### src/rtl/spi_master_ctrl.sv
// SPI master (CPOL=0, CPHA=1) issuing one 16-bit frame {rw, addr[6:0], data[7:0]} MSB first.
// A read returns the byte shifted in on the last eight falling sclk edges.
module spi_master_ctrl #(
  parameter int unsigned HALF_PERIOD = 4
) (
  input  logic       clk,
  input  logic       rst_n,
  input  logic       start,
  input  logic       rw,
  input  logic [6:0] addr,
  input  logic [7:0] wdata,
  output logic [7:0] rdata,
  output logic       busy,
  output logic       done,
  output logic       sclk,
  output logic       mosi,
  input  logic       miso,
  output logic       cs
);

  typedef enum logic [1:0] {StIdle, StLead, StShift, StTrail} state_e;

  localparam logic [7:0] HpLast = 8'(HALF_PERIOD - 1);

  state_e      state_q, state_d;
  logic [7:0]  hp_cnt_q, hp_cnt_d;
  logic [4:0]  edge_cnt_q, edge_cnt_d;
  logic [15:0] frame_q, frame_d;
  logic        rw_q, rw_d;
  logic [7:0]  rx_q, rx_d;
  logic [7:0]  rdata_q, rdata_d;
  logic        busy_q, busy_d;
  logic        done_q, done_d;
  logic        sclk_q, sclk_d;
  logic        mosi_q, mosi_d;
  logic        cs_q, cs_d;
  logic        half_end;

  assign half_end = (hp_cnt_q == HpLast);

  always_ff @(posedge clk or negedge rst_n) begin
    if (!rst_n) begin
      state_q    <= StIdle;
      hp_cnt_q   <= 8'h00;
      edge_cnt_q <= 5'd0;
      frame_q    <= 16'h0000;
      rw_q       <= 1'b0;
      rx_q       <= 8'h00;
      rdata_q    <= 8'h00;
      busy_q     <= 1'b0;
      done_q     <= 1'b0;
      sclk_q     <= 1'b0;
      mosi_q     <= 1'b0;
      cs_q       <= 1'b1;
    end else begin
      state_q    <= state_d;
      hp_cnt_q   <= hp_cnt_d;
      edge_cnt_q <= edge_cnt_d;
      frame_q    <= frame_d;
      rw_q       <= rw_d;
      rx_q       <= rx_d;
      rdata_q    <= rdata_d;
      busy_q     <= busy_d;
      done_q     <= done_d;
      sclk_q     <= sclk_d;
      mosi_q     <= mosi_d;
      cs_q       <= cs_d;
    end
  end

  // edge_cnt_q holds (toggles issued - 1); SHIFT ends one half-period after toggle 32.
  always_comb begin
    state_d = state_q;
    case (state_q)
      StIdle:  if (start) state_d = StLead;
      StLead:  if (half_end) state_d = StShift;
      StShift: if (half_end && edge_cnt_q == 5'd31) state_d = StTrail;
      StTrail: if (half_end) state_d = StIdle;
      default: state_d = StIdle;
    endcase
  end

  always_comb begin
    hp_cnt_d   = half_end ? 8'h00 : hp_cnt_q + 8'd1;
    edge_cnt_d = edge_cnt_q;
    frame_d    = frame_q;
    rw_d       = rw_q;
    rx_d       = rx_q;
    rdata_d    = rdata_q;
    busy_d     = busy_q;
    done_d     = 1'b0;
    sclk_d     = sclk_q;
    mosi_d     = mosi_q;
    cs_d       = cs_q;
    case (state_q)
      StIdle: begin
        hp_cnt_d = 8'h00;
        if (start) begin
          frame_d = {rw, addr, (rw ? 8'h00 : wdata)};
          rw_d    = rw;
          cs_d    = 1'b0;
          busy_d  = 1'b1;
        end
      end
      StLead: begin
        if (half_end) begin
          edge_cnt_d = 5'd0;
          sclk_d     = 1'b1;
          mosi_d     = frame_q[15];
          frame_d    = {frame_q[14:0], 1'b0};
        end
      end
      StShift: begin
        if (half_end && edge_cnt_q != 5'd31) begin
          edge_cnt_d = edge_cnt_q + 5'd1;
          sclk_d     = ~sclk_q;
          if (!sclk_q) begin
            mosi_d  = frame_q[15];
            frame_d = {frame_q[14:0], 1'b0};
          end else begin
            rx_d = {rx_q[6:0], miso};
          end
        end
      end
      StTrail: begin
        if (half_end) begin
          cs_d   = 1'b1;
          busy_d = 1'b0;
          done_d = 1'b1;
          mosi_d = 1'b0;
          if (rw_q) rdata_d = rx_q;
        end
      end
      default: ;
    endcase
  end

  assign rdata = rdata_q;
  assign busy  = busy_q;
  assign done  = done_q;
  assign sclk  = sclk_q;
  assign mosi  = mosi_q;
  assign cs    = cs_q;

endmodule

### config.mk
export PLATFORM = sky130hd
export DESIGN_NAME = spi_master_ctrl
export DESIGN_NICKNAME = d
export VERILOG_FILES = /design/src/rtl/spi_master_ctrl.sv
export SDC_FILE = /design/constraint.sdc
export NUM_CORES = 1
export LEC_CHECK = 0
export CAP_MARGIN = 10
export CORE_ASPECT_RATIO = 0.8
export CORE_UTILIZATION = 40
export DETAILED_ROUTE_END_ITERATION = 10
export HOLD_SLACK_MARGIN = 0.1
export PLACE_DENSITY_LB_ADDON = 0.15
export SLEW_MARGIN = 40
export SYNTH_ARGS = -nofsm -noshare
export SYNTH_HDL_FRONTEND = slang
export SYNTH_SLANG_ARGS = --single-unit
### constraint.sdc
create_clock -name clk -period 3.81 [get_ports clk]
set_clock_uncertainty 0.15 [all_clocks]
set_input_delay 1.143 -clock clk [delete_from_list [all_inputs] [get_ports clk]]
set_output_delay 1.143 -clock clk [all_outputs]
set_load 0.03 [all_outputs]
==> flow_metrics.env, run 1 <==
export IMPL_syn2layout_area_growth_pct=18.2
export IMPL_firstDrtPassIters=4
export IMPL_cap_violations=0
export IMPL_hold_class="flop to flop"
export IMPL_power_density_nw_per_um2=314
export IMPL_synthesis_nets=227
export IMPL_setup_violations=0
export IMPL_synth_edf_count=0
export IMPL_grt_pass1_wl_um=7500
export IMPL_clk_insertion_delay_late_ns=0.31
export IMPL_cts_root_buf="clkbuf_8"
export IMPL_wl_um=4360
export IMPL_dp_hpwl_um=2990
export IMPL_via_per_inst=5.08
export IMPL_grt_remaining_overflow=0
export IMPL_drt_iter0_markers=61
export IMPL_drive_gt1_share_pct=26.2
export IMPL_fin_nets=260
export IMPL_ys_seq_area_share_pct=51.8
export IMPL_clk_path_buf_depth=2
export IMPL_path_class="flop to flop"
export IMPL_yosys_area_top_type="dfrtp_1"
export IMPL_worst_pin_slew_ns=0.824
export IMPL_finalHoldViolations=0
export IMPL_initial_core_util_pct=42.5
export IMPL_dieArea_um2=6740
export IMPL_setup_tns_final_ns=0
export IMPL_fp_dieW_um=91.5
export IMPL_synthArstFlopShare_pct=100
export IMPL_status="complete, no violations"
export IMPL_nFillCells=540
export IMPL_grt_antenna_before_repair=0
export IMPL_placed_cells=306
export IMPL_yosysMostFrequentCell="dfrtp_1"
export IMPL_max_slew_margin_rel_pct=45.1
export IMPL_globalRouteTotalUtil_pct=14.6
export IMPL_crit_arrival_ns=3.26
export IMPL_io_pin_count=33
export IMPL_grt_pass1_vias=1463
export IMPL_synth_seq_cells=53
export IMPL_rsz0062_at_grt="no"
export IMPL_ys_flop_type="dfrtp_1"
export IMPL_cts_sinks=53
export IMPL_worstPathMaxFanout=16
export IMPL_placed_area_um2=2940
export IMPL_fin_cells=314
export IMPL_rr_worst_depth=7
export IMPL_slew_viol_final=0
export IMPL_holdPathStages=1
export IMPL_cts_made_buffers=5
export IMPL_pre_cts_ws_ns=0.587
export IMPL_ir_drop_mv=0.148
export IMPL_holdBufCountCts=0
export IMPL_avgRoutedWirePerCell_um=13.9
export IMPL_netlist_area_um2=2560
export IMPL_leakagePower_nw=1.40
export IMPL_yosys_top_cells_count="52 x dfrtp_1, 32 x mux2_2, 14 x nor2_1, 9 x a22o_1, 9 x mux2_4"
export IMPL_htreeDepth=2
export IMPL_grt_max_degree=54
export IMPL_finalCritPeriodShare_pct=84.2
export IMPL_finalInstanceArea_um2=3030
export IMPL_drcViolationCount=0
export IMPL_rows=25
export IMPL_cts_setup_buffers=0
export IMPL_worst_setup_path_end_kind="flop"
export IMPL_n_antenna_cell=0
export IMPL_yosys_top_cells_area="dfrtp_1 51%, mux2_2 14%, mux2_4 5.3%, ha_1 3.9%, a22o_1 3.1%"
export IMPL_antenna_left=0
export IMPL_required_ns=3.86
export IMPL_setup_ws_ns=0.601
export IMPL_die_h_um=73.6
export IMPL_tritoncts="done"
export IMPL_clk_pin_slew_ns=0.10
export IMPL_core_region_area_um2=6040
export IMPL_portBuffers=32
export IMPL_netlist_area_leader_share_pct=50.7
export IMPL_ys_types=40
export IMPL_period_minus_slack_ns=3.21
export IMPL_num_vias=1594
export IMPL_worst_setup_path_start_kind="flop"
export IMPL_yosys_warnings=0
export IMPL_cts_repair_resized=0
export IMPL_synth_cells=199
export IMPL_routabilityCongestion=0.740
export IMPL_fmax_ghz=0.312
export IMPL_avgSynthCellArea_um2=12.9
-- critical path: stages (launching register included) --
cell and delay [ns]:
dfrtp_1 0.43, ha_1 0.24, and3_1 0.19, ha_1 0.29
nor4b_2 0.42, a31oi_1 0.20, a2111o_1 0.76, mux2_4 0.42
-- metal layers --
metal	GRT usage (%)	wire, um	up-vias
li1	-	-	782
met1	21.4	2320	778
met4	5.29	57	0
met5	0	0	-
met2	21.1	1840	27
met3	3.42	141	7
-- per-stage QoR --
stage                     utilization [%]  hold slack (ns)  total power (W)
final                                50.2            0.359         0.000952
after CTS                            50.2            0.363         0.000972
after global routing                 50.2            0.376         0.000994
after global placement               48.7            0.333         0.000639
after floorplan                         -            0.319         0.000604
after detailed placement             48.7            0.337         0.000640
-- state kept, by name, summed over array words and instances, names as in the netlist, 2 cells and up --
name        flops
edge_cnt_q      5
rdata           8
rx_q            8
hp_cnt_q        8
state_q         2
frame_q        16
-- report_power, final --
| group | leakage [nW] | internal, W | switching (W) |
|---|---|---|---|
| combinational | 0.677 | 0.0000311 | 0.0000184 |
| sequential | 0.680 | 0.000572 | 0.00000599 |
| clock | 0.0447 | 0.000133 | 0.000191 |
| total | 1.40 | 0.000736 | 0.000216 |
-- cell families after synthesis --
logic type | after synthesis | synth area share, %
DFF | 53 | 51.8
adders and majority gates | 8 | 3.90
AOI/OAI and AO/OA | 32 | 9.37
buffers and inverters | 13 | 2.88
muxes | 43 | 20.1
xor gates and xnor gates | 6 | 2.05
and+or+nand+nor | 44 | 9.95
-- final timing paths --
path / startpoint / endpoint / slack (ns)
min: rw_q / rw_q / 0.36
max in group asynchronous: rst_n / edge_cnt_q[1] / 2.27
min in group asynchronous: rst_n / hp_cnt_q[6] / 0.80
min reg2reg: rw_q / rw_q / 0.36
max: edge_cnt_q[0] / frame_q[9] / 0.60
max reg2reg: edge_cnt_q[0] / frame_q[9] / 0.60
-- final cells by class --
cell class	count	area (um^2)	area share (%)
Clock buffer	5	68.8	2.27
Clock inverter	3	25.0	0.825
Inverter	6	22.5	0.743
Multi-Input combinational cell	133	1160	38.4
Sequential cell	53	1330	43.8
Tap cell	81	101	3.34
Timing Repair Buffer	33	323	10.6
-- cells in the final DEF (no fill, tap or decap), drive strengths merged --
cell           count
dfrtp             52
mux2              41
clkdlybuf4s50     31
nor2              14
a22o               9
ha                 8
nand2              7
nand3              7
inv                7
o21ai              7
xor2               5
clkbuf             5
and3               5
o2bb2ai            3
a21oi              3
nand2b             2
or2                2
a31oi              2
nor2b              2
a22oi              2
mux2i              2
buf                2
nor4               1
xnor2              1
and2               1
nand4b             1
nor4b              1
a32oi              1
a2111o             1
or3                1
a211oi             1
a211o              1
a32o               1
o21ba              1
clkinvlp           1
clkinv             1
dfstp              1
No activity file was read; power rests on OpenSTA's default activity.
==> run 2: changes to the inputs <==
- clock period: 3.81 -> 2.8 ns (I/O delays scaled with it)
==> flow_metrics.env, run 2 (same netlist as run 1, synthesis figures left out) <==
export IMPL_leakagePower_nw=1.44
export IMPL_io_pin_count=33
export IMPL_num_vias=1589
export IMPL_max_slew_margin_rel_pct=62.5
export IMPL_cts_made_buffers=5
export IMPL_wl_met2_um=1990
export IMPL_placed_area_um2=3010
export IMPL_grt_pass1_wl_um=7730
export IMPL_finalCritPeriodShare_pct=93.5
export IMPL_hold_class="input pin to asynchronous set/reset pin"
export IMPL_required_ns=2.85
export IMPL_antenna_left=0
export IMPL_grt_antenna_before_repair=0
export IMPL_grt_max_degree=32
export IMPL_slew_viol_final=0
export IMPL_met1_length_um=2320
export IMPL_worstPathMaxFanout=16
export IMPL_grt_remaining_overflow=0
export IMPL_htreeDepth=2
export IMPL_multiInputGateArea_um2=1170
export IMPL_wl_met3_um=167
export IMPL_largest_register_ffs=16
export IMPL_cts_root_buf="clkbuf_8"
export IMPL_layout_commonest_cell="dfrtp_1"
export IMPL_drt_iter0_markers=69
export IMPL_status="complete, no violations"
export IMPL_initial_core_util_pct=42.5
export IMPL_holdBufCountCts=0
export IMPL_clk_pin_slew_ns=0.10
export IMPL_wl_um=4510
export IMPL_tritoncts="done"
export IMPL_placed_cells=311
export IMPL_syn2layout_area_growth_pct=21.0
export IMPL_dp_hpwl_um=3180
export IMPL_die_h_um=73.6
export IMPL_crit_arrival_ns=2.67
export IMPL_cts_setup_buffers=0
export IMPL_clk_path_buf_depth=2
export IMPL_worst_setup_path_end_kind="flop"
export IMPL_final_seq_area_um2=1330
export IMPL_cap_violations=0
export IMPL_final_cell_mix="52 x dfrtp_1, 32 x mux2_2, 31 x clkdlybuf4s50_1, 14 x nor2_1"
export IMPL_power_density_nw_per_um2=422
export IMPL_worst_setup_path_start_kind="flop"
export IMPL_period_minus_slack_ns=2.62
export IMPL_setup_tns_final_ns=0
export IMPL_rsz0062_at_grt="no"
export IMPL_path_class="flop to flop"
export IMPL_finalInstanceArea_um2=3100
export IMPL_finalHoldViolations=0
export IMPL_drcViolationCount=0
export IMPL_grt_pass1_vias=1540
export IMPL_firstDrtPassIters=4
export IMPL_dieArea_um2=6740
export IMPL_avgRoutedWirePerCell_um=14.1
export IMPL_setup_violations=0
export IMPL_cts_sinks=53
export IMPL_fin_cells=319
export IMPL_routabilityCongestion=0.752
export IMPL_cts_repair_resized=0
export IMPL_via_per_inst=4.98
export IMPL_fin_nets=265
export IMPL_nFillCells=519
export IMPL_drive_gt1_share_pct=27.7
export IMPL_fmax_ghz=0.382
export IMPL_clk_insertion_delay_late_ns=0.31
export IMPL_portBuffers=32
export IMPL_ir_drop_mv=0.185
export IMPL_globalRouteTotalUtil_pct=15.1
export IMPL_worst_pin_slew_ns=0.561
export IMPL_top_register="frame_q"
export IMPL_fp_dieW_um=91.5
export IMPL_maxUsedRoutingLayer="met4"
export IMPL_rows=25
export IMPL_n_antenna_cell=0
export IMPL_rrSetupSlack_ns=0.18
export IMPL_core_region_area_um2=6040
export IMPL_fin_hold_ws_ns=0.354
-- run 2: power by group --
| part | internal [W] | switching [W] |
|---|---|---|
| registers | 0.000778 | 0.00000817 |
| clock network | 0.000182 | 0.000272 |
| logic | 0.0000443 | 0.0000257 |
| total | 0.00100 | 0.000306 |
-- run 2: metal layers --
metal  vias to the layer above  global-route usage (%)
met5                         -                       0
met4                         0                    4.76
met3                         2                    4.66
met2                        20                    22.1
met1                       776                    21.4
li1                        791                       -
-- run 2: metrics by stage --
step	utilization, %	setup slack (ns)	total power, W
final	51.4	0.181	0.00131
after global routing	51.4	0.0849	0.00136
after CTS	51.4	0.183	0.00133
after detailed placement	49.8	0.207	0.000874
after global placement	49.8	0.220	0.000873
after floorplan	-	0.0787	0.000821
-- run 2: final timing paths --
kind                               start           to  cells after the start
max reg2reg                edge_cnt_q[0]   frame_q[8]                      8
max                        edge_cnt_q[0]   frame_q[8]                      8
max in group asynchronous          rst_n           cs                      2
min                                rst_n  hp_cnt_q[7]                      1
min reg2reg                      rx_q[7]      rx_q[7]                      1
min in group clk                 rx_q[7]      rx_q[7]                      1
-- run 2: worst max-delay path: stages, from the launching register on --
cell,delay [ns]
dfrtp_1,0.43
ha_1,0.24
and3_1,0.19
ha_1,0.22
nor4b_4,0.27
a31oi_1,0.16
a2111o_1,0.37
buf_12,0.18
mux2_4,0.30
-- run 2: area by class of cell --
class	count	area share (%)
sequential	53	42.8
multi-input combinational	133	37.8
timing repair buffer	38	12.4
tap	81	3.26
clock buffer	5	2.22
clock inverter	3	0.846
inverter	6	0.726
